File: src/rtl/seqdet_pkg.sv
// Shared constants, FSM state type and helpers for the programmable serial
// pattern detector family.
package seqdet_pkg;

    localparam int DEF_MAX_LEN = 8;
    localparam int DEF_LEN_W   = $clog2(DEF_MAX_LEN + 1);
    localparam int DEF_CNT_W   = 16;

    localparam logic [DEF_MAX_LEN-1:0] DEF_RST_PATTERN = 8'b0000_1011;
    localparam int                     DEF_RST_LEN     = 4;
    localparam bit                     DEF_RST_OVERLAP = 1'b1;

    typedef enum logic {
        FILLING = 1'b0,
        ARMED   = 1'b1
    } det_state_t;

    function automatic logic len_legal(input int len, input int max_len);
        return (len >= 1) && (len <= max_len);
    endfunction

endpackage

File: src/rtl/sat_counter.sv
// Saturating up-counter with synchronous clear; clear takes priority over
// an increment on the same edge.
module sat_counter #(
    parameter int CNT_W = 16
) (
    input  logic             clk,
    input  logic             reset,
    input  logic             inc,
    input  logic             clr,
    output logic [CNT_W-1:0] count
);

    // Holding at all-ones keeps a flooded event line from wrapping to a small value.
    always_ff @(posedge clk or posedge reset) begin
        if (reset) begin
            count <= '0;
        end else if (clr) begin
            count <= '0;
        end else if (inc && (count != {CNT_W{1'b1}})) begin
            count <= count + CNT_W'(1);
        end
    end

endmodule

File: src/rtl/seq_detector_param.sv
// Runtime-programmable serial pattern detector: shifts qualified bits into a
// history register and pulses match when the newest len bits equal the pattern.
module seq_detector_param
    import seqdet_pkg::*;
#(
    parameter int                 MAX_LEN     = DEF_MAX_LEN,
    parameter int                 LEN_W       = $clog2(MAX_LEN + 1),
    parameter int                 CNT_W       = DEF_CNT_W,
    parameter logic [MAX_LEN-1:0] RST_PATTERN = MAX_LEN'(DEF_RST_PATTERN),
    parameter int                 RST_LEN     = DEF_RST_LEN,
    parameter bit                 RST_OVERLAP = DEF_RST_OVERLAP
) (
    input  logic               clk,
    input  logic               reset,
    input  logic               cfg_we,
    input  logic [MAX_LEN-1:0] cfg_pattern,
    input  logic [LEN_W-1:0]   cfg_len,
    input  logic               cfg_overlap,
    input  logic               in_valid,
    input  logic               in_bit,
    input  logic               count_clr,
    output logic               match,
    output logic [CNT_W-1:0]   match_count,
    output logic               cfg_err
);

    logic [MAX_LEN-1:0] pattern_q;
    logic [LEN_W-1:0]   len_q;
    logic               overlap_q;
    logic [MAX_LEN-1:0] hist_q;
    logic [LEN_W-1:0]   fill_q;
    det_state_t         state_q;

    logic               cfg_legal;
    logic [MAX_LEN-1:0] len_mask;
    logic [MAX_LEN-1:0] hist_shift;
    logic [LEN_W-1:0]   fill_adv;
    logic [MAX_LEN-1:0] hist_n;
    logic [LEN_W-1:0]   fill_n;
    det_state_t         state_n;
    logic               hit;
    logic               match_n;
    logic               cfg_err_n;

    // State register: active configuration, history, fill level and FSM state.
    always_ff @(posedge clk or posedge reset) begin
        if (reset) begin
            pattern_q <= RST_PATTERN;
            len_q     <= LEN_W'(RST_LEN);
            overlap_q <= RST_OVERLAP;
            hist_q    <= '0;
            fill_q    <= '0;
            state_q   <= FILLING;
        end else begin
            if (cfg_we && cfg_legal) begin
                pattern_q <= cfg_pattern;
                len_q     <= cfg_len;
                overlap_q <= cfg_overlap;
            end
            hist_q  <= hist_n;
            fill_q  <= fill_n;
            state_q <= state_n;
        end
    end

    // Next state. ARMED means the history already holds len valid bits, so a
    // new bit keeps it full; a non-overlapping hit discards the history.
    always_comb begin
        cfg_legal = len_legal(int'(cfg_len), MAX_LEN);
        for (int i = 0; i < MAX_LEN; i++) begin
            len_mask[i] = (LEN_W'(i) < len_q);
        end
        hist_shift = {hist_q[MAX_LEN-2:0], in_bit};
        fill_adv   = (state_q == ARMED) ? len_q : fill_q + LEN_W'(1);

        hist_n  = hist_q;
        fill_n  = fill_q;
        state_n = state_q;
        hit     = 1'b0;

        if (cfg_we) begin
            if (cfg_legal) begin
                hist_n  = '0;
                fill_n  = '0;
                state_n = FILLING;
            end
        end else if (in_valid) begin
            hist_n = hist_shift;
            fill_n = fill_adv;
            hit    = (fill_adv == len_q) &&
                     ((hist_shift & len_mask) == (pattern_q & len_mask));
            if (hit && !overlap_q) begin
                fill_n = '0;
            end
            state_n = (fill_n == len_q) ? ARMED : FILLING;
        end
    end

    // Output decode feeding the registered pulse outputs.
    always_comb begin
        match_n   = hit;
        cfg_err_n = cfg_we && !cfg_legal;
    end

    always_ff @(posedge clk or posedge reset) begin
        if (reset) begin
            match   <= 1'b0;
            cfg_err <= 1'b0;
        end else begin
            match   <= match_n;
            cfg_err <= cfg_err_n;
        end
    end

    sat_counter #(
        .CNT_W (CNT_W)
    ) u_match_counter (
        .clk   (clk),
        .reset (reset),
        .inc   (hit),
        .clr   (count_clr),
        .count (match_count)
    );

endmodule

File: config.mk
export PLATFORM = sky130hd
export DESIGN_NAME = seq_detector_param
export DESIGN_NICKNAME = d
export VERILOG_FILES = /design/src/rtl/seqdet_pkg.sv /design/src/rtl/sat_counter.sv /design/src/rtl/seq_detector_param.sv
export SDC_FILE = /design/constraint.sdc
export NUM_CORES = 1
export LEC_CHECK = 0
export ABC_CLOCK_PERIOD_IN_PS = 3400
export CORE_ASPECT_RATIO = 0.5
export CORE_MARGIN = 2
export CORE_UTILIZATION = 38
export DETAILED_ROUTE_END_ITERATION = 16
export DONT_BUFFER_PORTS = 1
export PLACE_DENSITY_LB_ADDON = 0.25
export SYNTH_ARGS = -nofsm -noshare
export SYNTH_HDL_FRONTEND = slang
export SYNTH_SLANG_ARGS = --single-unit
File: constraint.sdc
create_clock -name clk -period 3.4 [get_ports clk]
set_input_delay 0.34 -clock clk [delete_from_list [all_inputs] [get_ports clk]]
set_output_delay 0.34 -clock clk [all_outputs]
set_load 0.01 [all_outputs]
---- After elaboration in Yosys (flattened, before gate mapping) ----
Cells that the tools add are included.
operators by class
  add/sub/neg operators ................... 2
  $lt $le $gt $ge ......................... 10
  equal/unequal tests ..................... 5
  multiplexer cells ....................... 18
  bitwise operators ....................... 2
  reductions and logical operators ........ 11
operator list
  kind                                                                   count
  16-bit two-way mux                                                     2
  4-bit two-way mux                                                      7
  7-bit two-way mux                                                      3
  16-bit by 1-bit adder with 16-bit output, second input constant        1
  8-bit AND                                                              2
  3-bit by 4-bit < comparator with 1-bit output, first input constant    4
  16-bit != test, second input constant                                  1
  4-bit == test                                                          2
  8-bit == test                                                          1
  1-bit by 4-bit < comparator with 1-bit output, first input constant    2
  2-bit by 4-bit < comparator with 1-bit output, first input constant    2
  1-bit logical AND                                                      6
  1-bit two-way mux                                                      6
  4-bit by 1-bit adder with 4-bit output, second input constant          1
  4-bit by 1-bit >= comparator with 1-bit output, second input constant  1
  4-bit less-or-equal comparator, second input constant                  1
  2-bit nonzero test                                                     2
  1-bit zero test                                                        2
  2-bit by 1-bit != test with 1-bit output, second input constant        1
  2-bit AND reduction                                                    1
storage, ports and cells
  bits in registers ....................... 43
  bits of input ports ..................... 19
  output and inout port bits .............. 18
  word-level logic and storage cells ...... 57

---- Longest topological paths before layout ----
  depth after elaboration ................. 12
  depth in mapped cells ................... 9
  depth with buffers taken out ............ 8

---- Cells and area by module ----
From an unflattened synthesis, not the netlist that was laid out.
second synthesis, totals
  cell total of the unflattened synthesis .. 234
  area total of the unflattened synthesis .. 2356.0 µm²
by module, submodules not included
  module              instances  cells each  area each (µm²)  sequential area each (µm²)
  seq_detector_param  1          133         1423.9           681.9
  sat_counter         1          101         932.1            400.4

---- Worst setup path after synthesis ----
No wires, ideal clock.
  path type ............................... register to register
  start ................................... reg fill_q[0]
  end ..................................... reg u_match_counter.count[4]
  setup time .............................. 0.078 ns
  arrival ................................. 2.187 ns
  data required time ...................... 3.322 ns
  slack ................................... 1.135 ns
  cell stages (with the launch flop) ...... 9
  buffers on the path ..................... 1
  period minus slack after synthesis ...... 2.265 ns
  cells stage by stage .................... dfrtp_1 > ha_1 > or2_1 > a21oi_1 > a2111oi_4 > nand4_2 > buf_6 > or4_1 > a21oi_1
on the way
  word-level cells in the longest chain between the ends .. 8
RTL lines
  what                                    line                      source
  from (decl)                             seq_detector_param.sv:31  logic [LEN_W-1:0] fill_q;
  from (signal assigned)                  seq_detector_param.sv:61  fill_q <= fill_n;
  4-bit by 1-bit adder with 4-bit output  seq_detector_param.sv:74  fill_adv = (state_q == ARMED) ? len_q : fill_q + LEN_W'(1);
  4-bit two-way mux                       seq_detector_param.sv:74
  4-bit == test                           seq_detector_param.sv:90  hit = (fill_adv == len_q) &&
  1-bit logical AND                       seq_detector_param.sv:90
  1-bit two-way mux                       seq_detector_param.sv:87  end else if (in_valid) begin
  1-bit two-way mux                       seq_detector_param.sv:81  if (cfg_we) begin
  1-bit logical AND                       sat_counter.sv:19         end else if (inc && (count != {CNT_W{1'b1}})) begin
  2-bit nonzero test (no source line)     n/a
  to (signal assigned)                    sat_counter.sv:20         count <= count + CNT_W'(1);
  to (decl)                               sat_counter.sv:10         output logic [CNT_W-1:0] count
Every way passes these cells.
A chain may end at the register's enable or synchronous reset.

---- Worst setup path in the final report ----
  start ................................... reg fill_q[0]
  end ..................................... reg u_match_counter.count[10]
The elaborated chain is that of the path after synthesis.

==> reports/metrics.yaml <==
setup_path:
  cp_max_fo: 29
  crit_path_frequent_cell: "a21oi_1"
  crit_buf_inv: 0
  worstSetupStartpointType: "register"
  worstPathArrival_ns: 3.05
  path_class: "reg -> reg"
  crit_slowest_cell: "or4_1"
  end_kind: "register"
  max_stage_delay_ns: 0.68
  required_ns: 3.61
  path_delay_family: "simple AND/OR/NAND/NOR gates"
  crit_chain: "ha_1 -> or2_1 -> a21oi_1 -> a2111oi_4 -> nand4_2 -> or4_1 -> a21oi_1"
yosys:
  syn-num-nets: 261
  synthTopCellsByArea: "dfrtp_1, mux2_2, dfstp_2"
  ys_seq_area_share_pct: 45.8
  async_reset_ff_share_pct: 100
  synth_top_area_cell: "dfrtp_1"
  yosys_warnings: 0
  synth.distinct_cells: 42
  synth_top_cell_area_share_pct: 40.2
  synthFlopType: "dfrtp_1"
  syn_area_mm2: 0.00236
  synth_seq_cells: 43
  synth_common_cells: "dfrtp_1, nand2_1, a21oi_1, nand3_1"
  synth_most_common_cell: "dfrtp_1"
  syn_inst: 240
  avgSynthCellArea_um2: 9.85
  synth_edf_count: 0
grt:
  grt_use_total_pct: 15.7
  antenna_found_initial: 0
  grt_pass1_wl_mm: 8.22
  grt.overflow.total: 0
  grt_pass1_vias: 1692
  grt_max_degree: 30
placement:
  dpl.hpwl_mm: 3.60
  dp_slack_ns: 0.545
  globalplace.congestion: 0.797
  io_buffers: 0
cells_and_area:
  regArea_mm2: 0.00108
  drive_gt1_share_pct: 14.3
  fillers: 582
  multi_input_area_mm2: 0.00118
  final_nets: 257
  num_antenna_cells: 0
  synthToLayoutAreaGrowth_pct: 8.58
clocking:
  clockRootBuffer: "clkbuf_16"
  cts_resized: 0
  cts_sinks: 43
  htreeDepth: 2
  cts_buffers: 5
  tritoncts: "yes"
  clk_path_buf_depth: 2
  postCtsHoldBufs: 0
  clk_latency_ns: 0.28
  postCtsSetupBuffers: 0
  cts.clk_slew.worst_paths_ns: 0.06
timing:
  fin_tns_setup_ns: 0
  fin_ws_ns: 0.554
  fin_skew_ns: 0.00364
  period_share_pct: 83.7
  slew_headroom_pct: 39.6
  finalHoldViolations: 14
  setup_violations: 0
  slew_violations: 0
  post-route-min-period_ns: 2.85
  worst_pin_slew_ns: 0.898
  max_freq_mhz: 351
  hold_slack_ns: -0.00454
  rsz0062_at_grt: "no"
route:
  avgViaCountPerCell: 5.43
  ant_nets: 0
  wl_mm: 4.94
  drc: 0
  drt_pass1_iterations: 4
  drt-initial-drc-count: 97
  wl_per_cell_um: 15.2
  num_vias: 1766
floorplanning:
  rows: 20
  die_width_um: 116
  die-area_mm2: 0.00690
  die_h_um: 59.8
  initial_core_util_pct: 39.2
  ios: 37
  core_mm2: 0.00603
power_and_ir_drop:
  p_leak_nw: 1.00
  ir_worst_vdd_v: 0.000190
  power.density_mw_per_mm2: 558
flow_run:
  maxCapViolations: 0
status:
  status: "finished, violations left"
  violations: "negative hold slack"
min_path:
  hold_path.class: "in -> async"
-- placed cells by master, fill, tap and decap left out, types with 2 or more instances in the layout --
| cell | netlist | routed |
|---|---|---|
| a21oi_1 | 23 | 23 |
| or4_1 | 10 | 10 |
| nand3_1 | 18 | 18 |
| nand2_1 | 26 | 26 |
| mux2_2 | 13 | 13 |
| ha_1 | 2 | 2 |
| or3_1 | 4 | 4 |
| buf_4 | 1 | 4 |
| nand4_1 | 4 | 4 |
| o22ai_1 | 3 | 3 |
| inv_1 | 5 | 5 |
| clkbuf_16 | 0 | 5 |
| o31ai_1 | 10 | 10 |
| dfstp_2 | 5 | 5 |
| a32o_1 | 4 | 4 |
| xor2_1 | 2 | 2 |
| xnor2_1 | 13 | 13 |
| nor2_1 | 10 | 10 |
| nor2b_1 | 4 | 4 |
| o21ai_0 | 7 | 7 |
| dfrtp_1 | 38 | 38 |
| nor3_1 | 2 | 2 |
| or2_1 | 4 | 4 |
| nand2b_1 | 3 | 3 |
-- where the power goes --
group          internal, mW  switching (mW)  leakage [nW]  total, mW
registers             0.575          0.0819         0.561      0.657
clock network         0.271           0.187        0.0669      0.458
logic                 0.165           0.153         0.374      0.318
-- final timing paths --
check | slack (ns) | to | cells after the start | startpoint
hold reg to reg | 0.51 | hist_q[6]$_DFFE_PP0P_ | 2 | hist_q[5]$_DFFE_PP0P_
max in group asynchronous | 2.58 | overlap_q$_DFFE_PP1P_ | 2 | reset
setup / recovery | 0.55 | u_match_counter.count[10]$_DFFE_PP0P_ | 7 | fill_q[0]$_DFFE_PP0P_
min in group clk | 0.11 | u_match_counter.count[13]$_DFFE_PP0P_ | 1 | count_clr
setup reg to reg | 0.55 | u_match_counter.count[10]$_DFFE_PP0P_ | 7 | fill_q[0]$_DFFE_PP0P_
hold / removal | -0.005 | u_match_counter.count[6]$_DFFE_PP0P_ | 1 | reset
-- layer usage --
metal | GRT usage [%] | vias up | routed length, µm
li1 | - | 863 | -
met1 | 20.7 | 858 | 2250
met2 | 24.8 | 40 | 2320
met3 | 5.07 | 5 | 311
met4 | 5.16 | 0 | 56
met5 | 0 | - | 0
-- cell type report --
type / instances / share of cell area (%)
clock buffer: 6 / 5.02
clock inverter: 2 / 0.488
inverter: 6 / 0.878
multi-input combinational: 176 / 46.0
sequential: 43 / 42.2
tap: 88 / 4.29
timing repair buffer: 4 / 1.17
-- through the flow --
step | cells | area, µm² | hold WS, ns | power, mW | util (%)
2_1_floorplan | 240 | 2360 | 0.445 | 0.927 | -
3_3_place_gp | 317 | 2420 | 0.306 | 0.973 | 40.2
3_5_place_dp | 317 | 2420 | 0.316 | 0.987 | 40.2
4_1_cts | 325 | 2570 | 0.0181 | 1.45 | 42.6
5_1_grt | 325 | 2570 | 0.0257 | 1.53 | 42.6
6_report | 325 | 2570 | -0.00454 | 1.43 | 42.6
-- kinds of logic after synthesis --
kind of cell	Yosys count	synth area share [%]
compound gates	52	14.6
xor+xnor	16	6.51
fa+ha+maj	2	1.06
buf+inv	21	4.29
flops	43	45.8
mux	14	6.67
simple gates	92	21.1
-- flip-flops by register name, indices dropped and copies added, names as in the netlist --
name and count:
overlap_q 1, fill_q 4, u_match_counter.count 16, hist_q 7, len_q 4, match 1
state_q 1, cfg_err 1, pattern_q 8
(Power assumes the default switching activity.)
